`config.mk`:
```
export PLATFORM = sky130hd
export DESIGN_NAME = axi_burst_writer_flat
export DESIGN_NICKNAME = d
export VERILOG_FILES = /design/src/rtl/axi_burst_writer_pkg.sv /design/src/rtl/axi_burst_writer_if.sv /design/src/rtl/axi_burst_writer_rr.sv /design/src/rtl/axi_burst_writer.sv /design/src/flat_wrapper.sv
export SDC_FILE = /design/constraint.sdc
export NUM_CORES = 1
export LEC_CHECK = 0
export CAP_MARGIN = 20
export CORE_AREA = 2 2 166 168
export DETAILED_ROUTE_END_ITERATION = 8
export DIE_AREA = 0 0 168 170
export PLACE_DENSITY = 0.74
export SYNTH_ARGS = -nofsm -noshare
export SYNTH_HDL_FRONTEND = slang
export SYNTH_SLANG_ARGS = --single-unit
```
`constraint.sdc`:
```
create_clock -name aclk -period 7.2 [get_ports aclk]
set_clock_uncertainty 0.15 [all_clocks]
set_input_delay 1.08 -clock aclk [delete_from_list [all_inputs] [get_ports aclk]]
set_output_delay 1.08 -clock aclk [all_outputs]
set_load 0.02 [all_outputs]
```
`src/rtl/axi_burst_writer_pkg.sv`:
```
// Shared types and AXI3 constants for the multi-channel DDR capture writer.
// Holds the writer FSM encoding and the beat-size helper used to drive AWSIZE.
package pdh_dma_pkg;

    typedef enum logic [1:0] {
        ST_IDLE,
        ST_ARB,
        ST_BURST,
        ST_RESP
    } state_t;

    localparam logic [1:0] BURST_INCR = 2'b01;
    localparam logic [1:0] RESP_OKAY  = 2'b00;

    function automatic logic [2:0] axi_size(input int data_w);
        return 3'($clog2(data_w / 8));
    endfunction

endpackage

```
`src/rtl/axi_burst_writer_if.sv`:
```
// AXI3 write-only master bundle (AW, W, B) between the capture writer and the HP port.
// Master drives addresses, data and bready; slave drives the readies, bvalid and bresp.
interface axi_burst_writer_if #(
    parameter int ADDR_W = 32,
    parameter int DATA_W = 64
);
    logic [ADDR_W-1:0]   awaddr;
    logic                awvalid;
    logic                awready;
    logic [3:0]          awlen;
    logic [2:0]          awsize;
    logic [1:0]          awburst;
    logic [DATA_W-1:0]   wdata;
    logic [DATA_W/8-1:0] wstrb;
    logic                wlast;
    logic                wvalid;
    logic                wready;
    logic                bvalid;
    logic                bready;
    logic [1:0]          bresp;

    modport master (
        output awaddr, awvalid, awlen, awsize, awburst,
        output wdata, wstrb, wlast, wvalid, bready,
        input  awready, wready, bvalid, bresp
    );

    modport slave (
        input  awaddr, awvalid, awlen, awsize, awburst,
        input  wdata, wstrb, wlast, wvalid, bready,
        output awready, wready, bvalid, bresp
    );
endinterface

```
`src/rtl/axi_burst_writer_rr.sv`:
```
// Round-robin arbiter: combinational one-hot grant searched from the channel after the last grant.
// The last-grant pointer moves only when advance is pulsed with a valid grant.
module rr_arbiter #(
    parameter int NUM_CH = 2,
    parameter int IDX_W  = (NUM_CH > 1) ? $clog2(NUM_CH) : 1
) (
    input  logic              clk,
    input  logic              rst_n,
    input  logic [NUM_CH-1:0] req,
    input  logic              advance,
    output logic              gnt_vld,
    output logic [NUM_CH-1:0] gnt,
    output logic [IDX_W-1:0]  gnt_idx
);

    logic [IDX_W-1:0] last;
    logic [IDX_W-1:0] cand;
    int               pos;

    always_comb begin
        gnt_vld = 1'b0;
        gnt_idx = '0;
        cand    = '0;
        pos     = 0;
        for (int i = 1; i <= NUM_CH; i++) begin
            pos = int'(last) + i;
            if (pos >= NUM_CH) pos = pos - NUM_CH;
            cand = IDX_W'(pos);
            if (!gnt_vld && req[cand]) begin
                gnt_vld = 1'b1;
                gnt_idx = cand;
            end
        end
        gnt = gnt_vld ? (NUM_CH'(1) << gnt_idx) : '0;
    end

    // Reset so that channel 0 wins the first arbitration.
    always_ff @(posedge clk or negedge rst_n) begin
        if (!rst_n) begin
            last <= IDX_W'(NUM_CH - 1);
        end else if (advance && gnt_vld) begin
            last <= gnt_idx;
        end
    end

endmodule

```
`src/rtl/axi_burst_writer.sv`:
```
// Arbitrates NUM_CH capture FIFOs and writes fixed-length AXI3 INCR bursts into per-channel DDR regions.
// Two idle cycles between bursts; AW and W run independently and the FSM waits for both plus B.
module axi_burst_writer
    import pdh_dma_pkg::*;
#(
    parameter int NUM_CH       = 2,
    parameter int DATA_W       = 64,
    parameter int BURST_LEN    = 16,
    parameter int REGION_BYTES = 1048576,
    parameter int ADDR_W       = 32
) (
    input  logic                     aclk,
    input  logic                     aresetn,
    input  logic                     enable_i,
    input  logic                     ring_mode_i,
    input  logic [NUM_CH*ADDR_W-1:0] base_addr_i,
    input  logic [NUM_CH-1:0]        ch_avail_i,
    input  logic [NUM_CH*DATA_W-1:0] ch_data_i,
    output logic [NUM_CH-1:0]        ch_pop_o,
    axi_burst_writer_if.master       m_axi,
    output logic                     busy_o,
    output logic [NUM_CH-1:0]        done_o,
    output logic                     err_o,
    output logic [NUM_CH*16-1:0]     wrap_cnt_o,
    output logic [NUM_CH*32-1:0]     wr_ptr_o
);

    localparam int BURST_BYTES = BURST_LEN * (DATA_W / 8);
    localparam int IDX_W       = (NUM_CH > 1) ? $clog2(NUM_CH) : 1;
    localparam int BEAT_W      = (BURST_LEN > 1) ? $clog2(BURST_LEN) : 1;

    state_t              state, state_nxt;
    logic [IDX_W-1:0]    gnt_idx;
    logic [NUM_CH-1:0]   gnt_oh;
    logic [ADDR_W-1:0]   awaddr_q;
    logic                aw_done, w_done;
    logic [BEAT_W-1:0]   beat_cnt;
    logic                en_q, clr_pend, ring_q, err_q;
    logic [NUM_CH-1:0]   done_q, misalign, elig;
    logic [31:0]         wr_ptr   [NUM_CH];
    logic [15:0]         wrap_cnt [NUM_CH];
    logic [DATA_W-1:0]   ch_data  [NUM_CH];
    logic [ADDR_W-1:0]   base     [NUM_CH];

    logic                arb_vld;
    logic [NUM_CH-1:0]   arb_oh;
    logic [IDX_W-1:0]    arb_idx;

    logic en_rise, clear_now, aw_hs, w_hs, b_hs, burst_end;
    logic [31:0] ptr_nxt;

    for (genvar i = 0; i < NUM_CH; i++) begin : g_ch
        assign ch_data[i]  = ch_data_i[i*DATA_W +: DATA_W];
        assign base[i]     = base_addr_i[i*ADDR_W +: ADDR_W];
        // Burst-aligned bases keep every burst inside one 4 KB page.
        assign misalign[i] = |(base[i] & ADDR_W'(BURST_BYTES - 1));
        assign elig[i]     = ch_avail_i[i] & ~done_q[i] & ~misalign[i];
        assign wr_ptr_o[i*32 +: 32]   = wr_ptr[i];
        assign wrap_cnt_o[i*16 +: 16] = wrap_cnt[i];
    end

    rr_arbiter #(.NUM_CH(NUM_CH), .IDX_W(IDX_W)) u_arb (
        .clk     (aclk),
        .rst_n   (aresetn),
        .req     (elig),
        .advance (state == ST_ARB),
        .gnt_vld (arb_vld),
        .gnt     (arb_oh),
        .gnt_idx (arb_idx)
    );

    assign en_rise   = enable_i & ~en_q;
    assign clear_now = (state == ST_IDLE) & (en_rise | clr_pend);
    assign aw_hs     = m_axi.awvalid & m_axi.awready;
    assign w_hs      = m_axi.wvalid & m_axi.wready;
    assign b_hs      = m_axi.bvalid & m_axi.bready;
    assign burst_end = (aw_done | aw_hs) & (w_done | (w_hs & m_axi.wlast));
    assign ptr_nxt   = wr_ptr[gnt_idx] + 32'(BURST_BYTES);

    assign m_axi.awaddr  = awaddr_q;
    assign m_axi.awvalid = (state == ST_BURST) & ~aw_done;
    assign m_axi.awlen   = 4'(BURST_LEN - 1);
    assign m_axi.awsize  = axi_size(DATA_W);
    assign m_axi.awburst = BURST_INCR;
    assign m_axi.wdata   = ch_data[gnt_idx];
    assign m_axi.wstrb   = '1;
    assign m_axi.wvalid  = (state == ST_BURST) & ~w_done;
    assign m_axi.wlast   = m_axi.wvalid & (beat_cnt == BEAT_W'(BURST_LEN - 1));
    assign m_axi.bready  = (state == ST_RESP);

    assign ch_pop_o = gnt_oh & {NUM_CH{w_hs}};
    assign busy_o   = (state != ST_IDLE);
    assign done_o   = done_q;
    assign err_o    = err_q;

    always_ff @(posedge aclk or negedge aresetn) begin
        if (!aresetn) state <= ST_IDLE;
        else          state <= state_nxt;
    end

    always_comb begin
        state_nxt = state;
        case (state)
            ST_IDLE:  if (!clear_now && enable_i && (|elig)) state_nxt = ST_ARB;
            ST_ARB:   state_nxt = arb_vld ? ST_BURST : ST_IDLE;
            ST_BURST: if (burst_end) state_nxt = ST_RESP;
            ST_RESP:  if (b_hs) state_nxt = ST_IDLE;
            default:  state_nxt = ST_IDLE;
        endcase
    end

    always_ff @(posedge aclk or negedge aresetn) begin
        if (!aresetn) begin
            en_q     <= 1'b0;
            clr_pend <= 1'b0;
            ring_q   <= 1'b0;
            err_q    <= 1'b0;
            done_q   <= '0;
            gnt_idx  <= '0;
            gnt_oh   <= '0;
            awaddr_q <= '0;
            aw_done  <= 1'b0;
            w_done   <= 1'b0;
            beat_cnt <= '0;
            for (int i = 0; i < NUM_CH; i++) begin
                wr_ptr[i]   <= '0;
                wrap_cnt[i] <= '0;
            end
        end else begin
            en_q <= enable_i;
            // A new session requested mid-burst is applied once the FSM is back in IDLE.
            if (clear_now)    clr_pend <= 1'b0;
            else if (en_rise) clr_pend <= 1'b1;

            if (state == ST_ARB) begin
                gnt_idx  <= arb_idx;
                gnt_oh   <= arb_oh;
                awaddr_q <= base[arb_idx] + ADDR_W'(wr_ptr[arb_idx]);
                aw_done  <= 1'b0;
                w_done   <= 1'b0;
                beat_cnt <= '0;
            end else begin
                if (aw_hs) aw_done <= 1'b1;
                if (w_hs) begin
                    beat_cnt <= beat_cnt + BEAT_W'(1);
                    if (m_axi.wlast) w_done <= 1'b1;
                end
            end

            if (clear_now) begin
                ring_q <= ring_mode_i;
                err_q  <= |misalign;
                done_q <= '0;
                for (int i = 0; i < NUM_CH; i++) begin
                    wr_ptr[i]   <= '0;
                    wrap_cnt[i] <= '0;
                end
            end else if (b_hs) begin
                if (m_axi.bresp != RESP_OKAY) err_q <= 1'b1;
                if (ptr_nxt == 32'(REGION_BYTES)) begin
                    if (ring_q) begin
                        wr_ptr[gnt_idx] <= '0;
                        if (wrap_cnt[gnt_idx] != 16'hFFFF)
                            wrap_cnt[gnt_idx] <= wrap_cnt[gnt_idx] + 16'd1;
                    end else begin
                        wr_ptr[gnt_idx] <= ptr_nxt;
                        done_q[gnt_idx] <= 1'b1;
                    end
                end else begin
                    wr_ptr[gnt_idx] <= ptr_nxt;
                end
            end
        end
    end

    // The source must keep its burst's worth of words until the first beat is taken.
    a_avail_held: assert property (@(posedge aclk) disable iff (!aresetn)
        (state == ST_BURST && beat_cnt == '0 && !w_done) |-> ch_avail_i[gnt_idx]);

endmodule

```
`src/flat_wrapper.sv`:
```
// flat-port wrapper written by rule: the top's interface ports become plain ports
module axi_burst_writer_flat import pdh_dma_pkg::*;
#(
    parameter int NUM_CH       = 2,
    parameter int DATA_W       = 64,
    parameter int BURST_LEN    = 16,
    parameter int REGION_BYTES = 1048576,
    parameter int ADDR_W       = 32
)
  (aclk, aresetn, enable_i, ring_mode_i, base_addr_i, ch_avail_i, ch_data_i, ch_pop_o, busy_o, done_o, err_o, wrap_cnt_o, wr_ptr_o, m_axi_awaddr, m_axi_awvalid, m_axi_awlen, m_axi_awsize, m_axi_awburst, m_axi_wdata, m_axi_wstrb, m_axi_wlast, m_axi_wvalid, m_axi_bready, m_axi_awready, m_axi_wready, m_axi_bvalid, m_axi_bresp);
  axi_burst_writer_if #(.ADDR_W(ADDR_W), .DATA_W(DATA_W)) m_axi_i ();
  input  logic aclk;
  input  logic aresetn;
  input  logic enable_i;
  input  logic ring_mode_i;
  input  logic [NUM_CH*ADDR_W-1:0] base_addr_i;
  input  logic [NUM_CH-1:0] ch_avail_i;
  input  logic [NUM_CH*DATA_W-1:0] ch_data_i;
  output logic [NUM_CH-1:0] ch_pop_o;
  output logic busy_o;
  output logic [NUM_CH-1:0] done_o;
  output logic err_o;
  output logic [NUM_CH*16-1:0] wrap_cnt_o;
  output logic [NUM_CH*32-1:0] wr_ptr_o;
  output wire logic [$bits(m_axi_i.awaddr)-1:0] m_axi_awaddr;
  output wire logic [$bits(m_axi_i.awvalid)-1:0] m_axi_awvalid;
  output wire logic [$bits(m_axi_i.awlen)-1:0] m_axi_awlen;
  output wire logic [$bits(m_axi_i.awsize)-1:0] m_axi_awsize;
  output wire logic [$bits(m_axi_i.awburst)-1:0] m_axi_awburst;
  output wire logic [$bits(m_axi_i.wdata)-1:0] m_axi_wdata;
  output wire logic [$bits(m_axi_i.wstrb)-1:0] m_axi_wstrb;
  output wire logic [$bits(m_axi_i.wlast)-1:0] m_axi_wlast;
  output wire logic [$bits(m_axi_i.wvalid)-1:0] m_axi_wvalid;
  output wire logic [$bits(m_axi_i.bready)-1:0] m_axi_bready;
  input wire logic [$bits(m_axi_i.awready)-1:0] m_axi_awready;
  input wire logic [$bits(m_axi_i.wready)-1:0] m_axi_wready;
  input wire logic [$bits(m_axi_i.bvalid)-1:0] m_axi_bvalid;
  input wire logic [$bits(m_axi_i.bresp)-1:0] m_axi_bresp;
  assign m_axi_awaddr = m_axi_i.awaddr;
  assign m_axi_awvalid = m_axi_i.awvalid;
  assign m_axi_awlen = m_axi_i.awlen;
  assign m_axi_awsize = m_axi_i.awsize;
  assign m_axi_awburst = m_axi_i.awburst;
  assign m_axi_wdata = m_axi_i.wdata;
  assign m_axi_wstrb = m_axi_i.wstrb;
  assign m_axi_wlast = m_axi_i.wlast;
  assign m_axi_wvalid = m_axi_i.wvalid;
  assign m_axi_bready = m_axi_i.bready;
  assign m_axi_i.awready = m_axi_awready;
  assign m_axi_i.wready = m_axi_wready;
  assign m_axi_i.bvalid = m_axi_bvalid;
  assign m_axi_i.bresp = m_axi_bresp;
  axi_burst_writer #(.NUM_CH(NUM_CH), .DATA_W(DATA_W), .BURST_LEN(BURST_LEN), .REGION_BYTES(REGION_BYTES), .ADDR_W(ADDR_W)) u_core (.aclk(aclk), .aresetn(aresetn), .enable_i(enable_i), .ring_mode_i(ring_mode_i), .base_addr_i(base_addr_i), .ch_avail_i(ch_avail_i), .ch_data_i(ch_data_i), .ch_pop_o(ch_pop_o), .m_axi(m_axi_i), .busy_o(busy_o), .done_o(done_o), .err_o(err_o), .wrap_cnt_o(wrap_cnt_o), .wr_ptr_o(wr_ptr_o));
endmodule
```
### After elaboration in Yosys (flattened, before gate mapping)

Cells that the tools add are included.

* bitwise gates (word level): 30
* muxes and demuxes: 64
* reduce and logical (&&, ||, !) cells: 29
* order comparisons: 9
* $add $sub $neg: 8
* equal/unequal tests: 10
* shifts and indexed selects: 1

Operators with widths (number)
* $mux W32: 15
* $mux W64: 7
* $and A64 B64 Y64: 1
* $bwmux W64: 1
* $mux W16: 4
* $not A64 Y64: 1
* $add A32 B32 Y32: 1
* $add A32 B8 Y32 const B: 1
* $bwmux W32: 1
* $demux W32 S1: 1
* $eq A32 B21 Y1 const B: 1
* $reduce_bool A2 Y1: 11
* $mux W1: 21
* $mux W2: 9
* $add A16 B1 Y16 const B: 1
* $demux W16 S1: 1
* $ne A16 B16 Y1 const B: 1
* $and A1 B1 Y1: 14
* $reduce_or A14 Y1: 1
* $reduce_or A7 Y1: 2
* $mux W4: 2
* $pmux W2 S4: 1
* $not A1 Y1: 7
* $ge A2 B2 Y1 const B: 3
* other kinds (26): 43

* register bits: 146
* output and inout bits: 219
* logic and storage cells: 168
* bits of input ports: 203

### Longest topological paths before layout

Gate-level depths: netlist of the first run.

* depth in word-level cells: 14
* depth in mapped cells: 23
* gate-level depth less buffers: 17

### Cells and area by module

Synthesis of the first run repeated with hierarchy kept, for this count alone.

* cells, all modules: 1150
* area, all modules: 10578.9 sq um

Modules (own cells, without submodules)
* axi_burst_writer: cells each 1142, area each 10508.8 sq um, instances 1, sequential area each 3628.5 sq um
* rr_arbiter: cells each 8, area each 70.1 sq um, instances 1, sequential area each 26.3 sq um

### Worst setup path after synthesis of the first run

No wires, ideal clock.

* path kind: input -> register
* start point: input base_addr_i[2]
* end point: register u_core.awaddr_q[27] (netlist: u_core.m_axi.awaddr[27])
* arrival time: 5.362 ns
* path buffers: 2
* required time: 6.934 ns
* stages on the path: 16
* path slack: 1.572 ns
* library setup time: 0.116 ns
* path through: nor4_1 > nand2_1 > nor3b_1 > a21o_1 > clkbuf_1 > buf_1 > mux2_2 > ha_1 > a2111o_1 > o211ai_1 > a21o_1 > o2111ai_1 > a311oi_1 > o21ai_0 > a2111o_1 > o311ai_0

* longest elaborated chain between the ends: 14
* elaborated cells between the ends (all ways): 20
* classes of those cells: 1 x add/sub; 13 x mux; 3 x bitwise; 3 x reduce/logical

Ends and longest elaborated chain
* start: declaration: RTL line flat_wrapper.sv:16 `input logic [NUM_CH*ADDR_W-1:0] base_addr_i;`
* $reduce_or A7 Y1: RTL line axi_burst_writer.sv:56 `assign misalign[i] = |(base[i] & ADDR_W'(BURST_BYTES - 1));`
* $not A1 Y1: RTL line axi_burst_writer.sv:57 `assign elig[i] = ch_avail_i[i] & ~done_q[i] & ~misalign[i];`
* $and A1 B1 Y1: RTL line axi_burst_writer.sv:57
* $mux W1 (not written as such) (2 in series): RTL line axi_burst_writer_rr.sv:29 `if (!gnt_vld && req[cand]) begin`
* $mux W1: RTL line axi_burst_writer_rr.sv:29
* $logic_not A1 Y1: RTL line axi_burst_writer_rr.sv:29
* $logic_and A1 B1 Y1: RTL line axi_burst_writer_rr.sv:29
* $mux W1: RTL line axi_burst_writer_rr.sv:29
* $not A1 Y2 (not written as such): RTL line axi_burst_writer.sv:138 `awaddr_q <= base[arb_idx] + ADDR_W'(wr_ptr[arb_idx]);`
* $mux W32 (not written as such) (3 in series): RTL line axi_burst_writer.sv:138
* $add A32 B32 Y32 (*): RTL line axi_burst_writer.sv:138
* end signal: assignment: RTL line axi_burst_writer.sv:138
* end: declaration: RTL line axi_burst_writer.sv:35 `logic [ADDR_W-1:0] awaddr_q;`

Every way passes the cells marked *; elsewhere a longest branch is shown, timed or not. The select of a mux whose other input is x is not followed.
A chain may end at the register's enable or synchronous reset.

### Worst setup path in the final report of the first run

Ends and elaborated chain as after synthesis.

==> results of run 1 <==
[worst register-to-register path: stages, from the launching register on]
cell and delay (ns):
sky130_fd_sc_hd__dfrtp_1 0.44, sky130_fd_sc_hd__nor3b_1 0.36, sky130_fd_sc_hd__a21o_2 0.35, sky130_fd_sc_hd__buf_4 0.61, sky130_fd_sc_hd__mux2_2 0.43, sky130_fd_sc_hd__ha_1 0.36
sky130_fd_sc_hd__a211oi_1 0.24, sky130_fd_sc_hd__o21ai_0 0.12, sky130_fd_sc_hd__o211ai_1 0.15, sky130_fd_sc_hd__o2111ai_1 0.24, sky130_fd_sc_hd__a311oi_1 0.68, sky130_fd_sc_hd__o21ai_0 0.27
sky130_fd_sc_hd__a2111o_1 0.46, sky130_fd_sc_hd__o311ai_0 0.10
[metal layers]
metal | global-route usage (%) | share of wire (%)
met5 | 0 | 0
met4 | 5.97 | 1.5
met3 | 7.67 | 9.1
met2 | 46.3 | 50
met1 | 31.4 | 40
[report_power, final]
part	internal (W)	leakage, nW	switching, W
Sequential	0.000922	1.97	0.0000739
Clock	0.000544	0.282	0.000367
Combinational	0.000415	4.13	0.000465
Total	0.00188	6.39	0.000906
[flip-flops by register name, indices dropped and copies added (netlist names), named ones only]
| register | count |
|---|---|
| u_core.beat_cnt | 4 |
| u_core.en_q | 1 |
| u_core.clr_pend | 1 |
| u_core.u_arb.last | 1 |
| u_core.wrap_cnt_o | 32 |
| u_core.gnt_idx | 1 |
| u_core.done_o | 2 |
| u_core.err_o | 1 |
| u_core.gnt_oh | 2 |
| u_core.aw_done | 1 |
| u_core.wr_ptr_o | 64 |
| u_core.state | 1 |
| u_core.m_axi.awaddr | 32 |
| u_core.w_done | 1 |
| u_core.ring_q | 1 |
[final timing paths]
check,from,end,slack (ns),depth (start not counted)
max in group asynchronous,aresetn,u_core.gnt_idx$_DFFE_PN0P_,5.04,2
min reg2reg,u_core.gnt_oh[0]$_DFFE_PN0P_,u_core.gnt_oh[0]$_DFFE_PN0P_,0.32,2
min,u_core.gnt_oh[0]$_DFFE_PN0P_,u_core.gnt_oh[0]$_DFFE_PN0P_,0.32,2
min in group asynchronous,aresetn,u_core.m_axi.awaddr[8]$_DFFE_PN0P_,0.59,1
max reg2reg,u_core.done_o[0]$_DFFE_PN0P_,u_core.m_axi.awaddr[27]$_DFFE_PN0P_,2.13,13
max,base_addr_i[2],u_core.m_axi.awaddr[27]$_DFFE_PN0P_,1.05,16
[final cells by class]
class,count,area (um2),area share (%)
multi-input combinational,915,6460,42.0
timing repair buffer,417,4140,27.0
sequential,146,3660,23.8
clock buffer,18,429,2.79
tap,341,427,2.78
clock inverter,13,163,1.06
inverter,25,93.8,0.611
[kinds of logic after synthesis]
| group | Yosys count | share of synthesized area [%] |
|---|---|---|
| AND/OR/NAND/NOR | 393 | 18.9 |
| AO/OA/AOI/OAI | 253 | 16.2 |
| multiplexers | 152 | 15.9 |
| flip-flops | 146 | 34.7 |
| buffers and inverters | 101 | 4.70 |
| XOR/XNOR | 65 | 5.40 |
| adder cells (fa/ha/maj) | 35 | 4.22 |
| other | 2 | 0.0712 |
[metrics by stage]
stage | utilization (%) | hold slack (ns) | total power, W | setup slack, ns | cells
finish | 57.7 | 0.320 | 0.00279 | 1.05 | 1875
global route | 57.7 | 0.345 | 0.00292 | 0.700 | 1875
CTS | 57.7 | 0.323 | 0.00281 | 1.08 | 1875
detailed placement | 55.5 | 0.309 | 0.00189 | 0.681 | 1844
global placement | 55.5 | 0.305 | 0.00188 | 0.772 | 1844
floorplan | - | 0.281 | 0.00143 | 1.57 | 1162
[placed cells by master, fill, tap and decap left out, drive strengths merged, types with 34 or more instances in the layout]
cell / netlist / routed
nor2: 66 / 66
clkdlybuf4s50: 0 / 403
o21ai: 92 / 92
ha: 34 / 34
a21oi: 40 / 40
mux2: 121 / 121
nand2: 135 / 135
nand3: 46 / 46
dfrtp: 145 / 145
xnor2: 35 / 35
==> flow_metrics.env, run 1 <==
export IMPL_run_status="finished, final reports clean"
export IMPL_netlist_area_mm2=0.0105
export IMPL_grt_usage_pct=26.1
export IMPL_grt_antenna_before_repair=1
export IMPL_synth_distinct_cells=74
export IMPL_die_width_um=168
export IMPL_tritoncts_clock_tree="built"
export IMPL_gp_congestion=0.934
export IMPL_postRouteAntennaNets=0
export IMPL_netlist_top_cells_count="sky130_fd_sc_hd__dfrtp_1 (145), sky130_fd_sc_hd__nand2_1 (135), sky130_fd_sc_hd__mux2_2 (121)"
export IMPL_clock_fmax_mhz=163
export IMPL_routed_via_count=10300
export IMPL_tightest_slew_ns=1.17
export IMPL_grt_start_max_net_pins=97
export IMPL_cap_viol_max_count=0
export IMPL_floorplan_initialDensity_pct=39.6
export IMPL_grt_first_pass_wirelength_mm=58.4
export IMPL_rows=60
export IMPL_port_buffer_count=404
export IMPL_nets=1760
export IMPL_core_area_mm2=0.0267
export IMPL_antenna_cells_inserted=0
export IMPL_synth_warning_count=0
export IMPL_postSynthCellCount=1147
export IMPL_gr_total_overflow=0
export IMPL_critical_path_buf_inv_count=2
export IMPL_slowest_delay_ns=0.68
export IMPL_clock_insertion_delay_worst_skew_ns=0.42
export IMPL_ys_top_cells_by_area="sky130_fd_sc_hd__dfrtp_1 (34%), sky130_fd_sc_hd__mux2_2 (13%), sky130_fd_sc_hd__nand2_1 (4.8%)"
export IMPL_final_layout_size_suffix_gt1_share_pct=12.3
export IMPL_critPathSlowestCell="sky130_fd_sc_hd__a311oi_1"
export IMPL_cts_resized=0
export IMPL_setup_viol=0
export IMPL_yosysMostFrequentCell="sky130_fd_sc_hd__dfrtp_1"
export IMPL_detailedPlacementHpwl_mm=28.9
export IMPL_synth_seq_area_share_pct=34.7
export IMPL_leakage_power_nw=6.39
export IMPL_post_cts_setup_buffer_count=0
export IMPL_startpoint_type="primary input"
export IMPL_floorplan_die_area_mm2=0.0286
export IMPL_postSynthAreaPerCell_um2=9.20
export IMPL_dpl_instance_area_mm2=0.0148
export IMPL_vias_per_cell=5.51
export IMPL_worst_ir_drop_vdd_mv=0.190
export IMPL_clkTransAtPathRegs_ns=0.06
export IMPL_period_needed_ns=6.15
export IMPL_worst_endpoint_required_ns=7.35
export IMPL_ys_seq_elements=146
export IMPL_number_of_buffers_created_by_cts=17
export IMPL_clockBufferDepth=2
export IMPL_die_h_um=170
export IMPL_crit_end_category="flop"
export IMPL_crit_path_cell_trace="clkdlybuf4s50_1 > nor4_1 > nand2_1 > nor3b_1 > a21o_2 > buf_4 > mux2_2 > ha_1 > a211oi_1 > o21ai_0 > o211ai_1 > o2111ai_1 > a311oi_1 > o21ai_0 > a2111o_1 > o311ai_0"
export IMPL_power_density_mw_per_mm2=181
export IMPL_fillCellCount=2330
export IMPL_post_synth_edffs=0
export IMPL_post_synth_top_area_fraction_pct=34.4
export IMPL_timing_setup_tns_ns=0
export IMPL_wl_per_cell_um=20.3
export IMPL_hold_viol=0
export IMPL_htree_levels=4
export IMPL_drc=0
export IMPL_synth_top_area_cell="sky130_fd_sc_hd__dfrtp_1"
export IMPL_timing_max_slew_rel_slack_pct=21.6
export IMPL_maxSlewViolCount=0
export IMPL_rsz0062_at_grt="no"
export IMPL_timing_worst_setup_path_type="primary input to flop"
export IMPL_async_reset_ff_share_pct=100
export IMPL_detail_route_iter0_violations=795
export IMPL_cell_seen_most_often_among_critical_path_stages="sky130_fd_sc_hd__o21ai_0"
export IMPL_clk_root_buffer_cell="sky130_fd_sc_hd__clkbuf_16"
export IMPL_grt_pass1_vias=10100
export IMPL_io_pins=422
export IMPL_hold_path_class="flop to flop"
export IMPL_synth_main_ff_cell="sky130_fd_sc_hd__dfrtp_1"
export IMPL_synthToLayoutAreaGrowth_pct=45.7
export IMPL_final_cell_area_mm2=0.0154
export IMPL_cts_hold_buffers_added=0
export IMPL_timing_critical_path_max_delay_family="compound AO/OA/AOI/OAI gates"
export IMPL_drt_pre_antenna_iters=5
export IMPL_tritoncts_num_sinks=146
export IMPL_critical_path_peak_fanout=55
export IMPL_critical_path_arrival_ns=6.30
export IMPL_finalWirelength_mm=38.1
export IMPL_timing_final_crit_share_pct=85.4
No activity file was read; power rests on OpenSTA's default activity.
==> inputs of run 2 (changes only) <==
SETUP_SLACK_MARGIN = 0.02   (was not set)
==> results of run 2 <==
Same layout as run 1: the final DEF is identical, and so are final timing and power.
==> inputs of run 3 (changes only) <==
clock period = 6.65 ns   (was 7.2 ns; I/O delays follow)
==> run 3 against run 2 <==
Effect of this change: sequential share of layout area down 0.050 points; combinational power rose by 8.7%; clock-buffer cell count up 2.
==> flow_metrics.env, run 3 (synthesis results as in run 1) <==
export IMPL_antenna_cells_inserted=0
export IMPL_rows=60
export IMPL_period_needed_ns=5.49
export IMPL_post_cts_setup_buffer_count=0
export IMPL_p_int_w=0.00205
export IMPL_place_detailed_instances=1845
export IMPL_drt_pre_antenna_iters=6
export IMPL_hold_path_class="flop to flop"
export IMPL_final_layout_size_suffix_gt1_share_pct=12.3
export IMPL_final_common_cell="sky130_fd_sc_hd__clkdlybuf4s50_1"
export IMPL_final_non_filler_cells=1877
export IMPL_critical_path_arrival_ns=5.65
export IMPL_maxSlewViolCount=0
export IMPL_floorplan_initialDensity_pct=39.6
export IMPL_fillCellCount=2361
export IMPL_grt_usage_pct=26.2
export IMPL_clock_insertion_delay_worst_skew_ns=0.43
export IMPL_tritoncts_clock_tree="built"
export IMPL_cts_hold_buffers_added=0
export IMPL_gp_congestion=0.945
export IMPL_grt_antenna_before_repair=0
export IMPL_grt_pass1_vias=10100
export IMPL_die_width_um=168
export IMPL_swShare_pct=32.5
export IMPL_die_h_um=170
export IMPL_final_cell_mix="sky130_fd_sc_hd__clkdlybuf4s50_1 (403), sky130_fd_sc_hd__dfrtp_1 (144), sky130_fd_sc_hd__nand2_1 (135), sky130_fd_sc_hd__mux2_2 (121), sky130_fd_sc_hd__o21ai_0 (92)"
export IMPL_detailedPlacementHpwl_mm=29.0
export IMPL_wl_per_cell_um=20.4
export IMPL_synthToLayoutAreaGrowth_pct=46.0
export IMPL_clockPowerShare_pct=33.0
export IMPL_io_pins=422
export IMPL_htree_levels=4
export IMPL_floorplan_die_area_mm2=0.0286
export IMPL_critical_path_peak_fanout=15
export IMPL_postRouteAntennaNets=0
export IMPL_cap_viol_max_count=0
export IMPL_drc=0
export IMPL_setup_viol=0
export IMPL_hold_viol=0
export IMPL_tritoncts_num_sinks=146
export IMPL_gr_total_overflow=0
export IMPL_grt_first_pass_wirelength_mm=58.4
export IMPL_grt_start_max_net_pins=104
export IMPL_routed_via_count=10500
export IMPL_clkTransAtPathRegs_ns=0.06
export IMPL_clock_fmax_mhz=182
export IMPL_power_frac_comb_pct=31.6
export IMPL_port_buffer_count=404
export IMPL_timing_worst_setup_path_type="primary input to flop"
export IMPL_power_density_mw_per_mm2=197
export IMPL_clk_root_buffer_cell="sky130_fd_sc_hd__clkbuf_16"
export IMPL_worst_ir_drop_vdd_mv=0.166
export IMPL_startpoint_type="primary input"
export IMPL_sequentialPowerShare_pct=35.5
export IMPL_crit_end_category="flop"
export IMPL_run_status="finished, final reports clean"
export IMPL_power_net_switching_w=0.000985
export IMPL_largest_reg_flops=64
export IMPL_timing_max_slew_rel_slack_pct=34.1
export IMPL_rsz0062_at_grt="no"
export IMPL_leakage_power_nw=6.40
export IMPL_worst_endpoint_required_ns=6.82
export IMPL_nets=1761
export IMPL_number_of_buffers_created_by_cts=17
export IMPL_clockBufferDepth=2
export IMPL_cts_resized=0
export IMPL_core_area_mm2=0.0267
export IMPL_timing_final_crit_share_pct=82.5
export IMPL_timing_setup_tns_ns=0
export IMPL_finalWirelength_mm=38.3
export IMPL_vias_per_cell=5.57
export IMPL_tightest_slew_ns=0.989
export IMPL_detail_route_iter0_violations=772
run 3: cell types whose count changed in the layout (fill, tap and decap cells not counted), sizes merged:
| cell | before | now |
|---|---|---|
| clkbuf | 18 | 20 |
| buf | 14 | 15 |
| clkinv | 6 | 5 |
run 3: cell type report:
class                           count  area (um2)  area share [%]
Inverter                           25        93.8           0.609
Timing Repair Buffer              418        4160            27.0
Clock inverter                     12         158            1.02
Clock buffer                       20         447            2.90
Sequential cell                   146        3660            23.8
Multi-Input combinational cell    915        6460            41.9
Tap cell                          341         427            2.77
run 3: final timing paths:
path                                         startpoint                             endpoint  slack (ns)  cells past startpoint
max reg2reg                  u_core.gnt_idx$_DFFE_PN0P_    u_core.wrap_cnt_o[20]$_DFFE_PN0P_        1.56                     12
max in group asynchronous                       aresetn           u_core.gnt_idx$_DFFE_PN0P_        4.57                      2
max                                      base_addr_i[2]  u_core.m_axi.awaddr[27]$_DFFE_PN0P_        1.16                     16
min                        u_core.gnt_oh[0]$_DFFE_PN0P_         u_core.gnt_oh[0]$_DFFE_PN0P_        0.32                      2
min reg2reg                u_core.gnt_oh[0]$_DFFE_PN0P_         u_core.gnt_oh[0]$_DFFE_PN0P_        0.32                      2
min in group asynchronous                       aresetn   u_core.m_axi.awaddr[9]$_DFFE_PN0P_        0.53                      1
run 3: worst max-delay path: stages:
cell	delay, ns
sky130_fd_sc_hd__clkdlybuf4s50_1	0.42
sky130_fd_sc_hd__nor4_1	0.30
sky130_fd_sc_hd__nand2_1	0.16
sky130_fd_sc_hd__nor3b_1	0.41
sky130_fd_sc_hd__a21o_2	0.40
sky130_fd_sc_hd__mux2_2	0.38
sky130_fd_sc_hd__ha_1	0.36
sky130_fd_sc_hd__a2111o_1	0.45
sky130_fd_sc_hd__o211ai_1	0.28
sky130_fd_sc_hd__a21o_1	0.17
sky130_fd_sc_hd__o2111ai_1	0.20
sky130_fd_sc_hd__a311oi_1	0.27
sky130_fd_sc_hd__buf_4	0.18
sky130_fd_sc_hd__o21ai_0	0.13
sky130_fd_sc_hd__a2111o_1	0.44
sky130_fd_sc_hd__o311ai_0	0.10
run 3: power groups by stage:
stage                     Combinational [W]  Clock (W)  Sequential [W]
after floorplan                    0.000358          0         0.00119
after global placement             0.000949          0         0.00109
after detailed placement           0.000962          0         0.00109
after CTS                          0.000968    0.00101         0.00108
after global routing                0.00103    0.00105         0.00109
final                              0.000957    0.00100         0.00108
run 3: metal layers:
| layer | part of all wire [%] | GRT usage [%] | up-vias |
|---|---|---|---|
| met2 | 49 | 44.9 | 444 |
| met3 | 8.9 | 7.74 | 76 |
| met1 | 39 | 31.1 | 5055 |
| met4 | 3.3 | 9.98 | 0 |
| met5 | 0 | 0 | - |
| li1 | - | - | 4877 |
run 3: metrics by stage:
stage / util (%) / setup slack [ns] / cell area, um2 / total power [W] / hold WS [ns]
3_3_place_gp: 55.5 / 0.976 / 14800 / 0.00204 / 0.307
3_5_place_dp: 55.5 / 0.811 / 14800 / 0.00205 / 0.310
2_1_floorplan: - / 1.10 / 10600 / 0.00155 / 0.281
4_1_cts: 57.8 / 1.21 / 15400 / 0.00305 / 0.324
6_report: 57.8 / 1.16 / 15400 / 0.00303 / 0.322
5_1_grt: 57.8 / 0.964 / 15400 / 0.00318 / 0.362
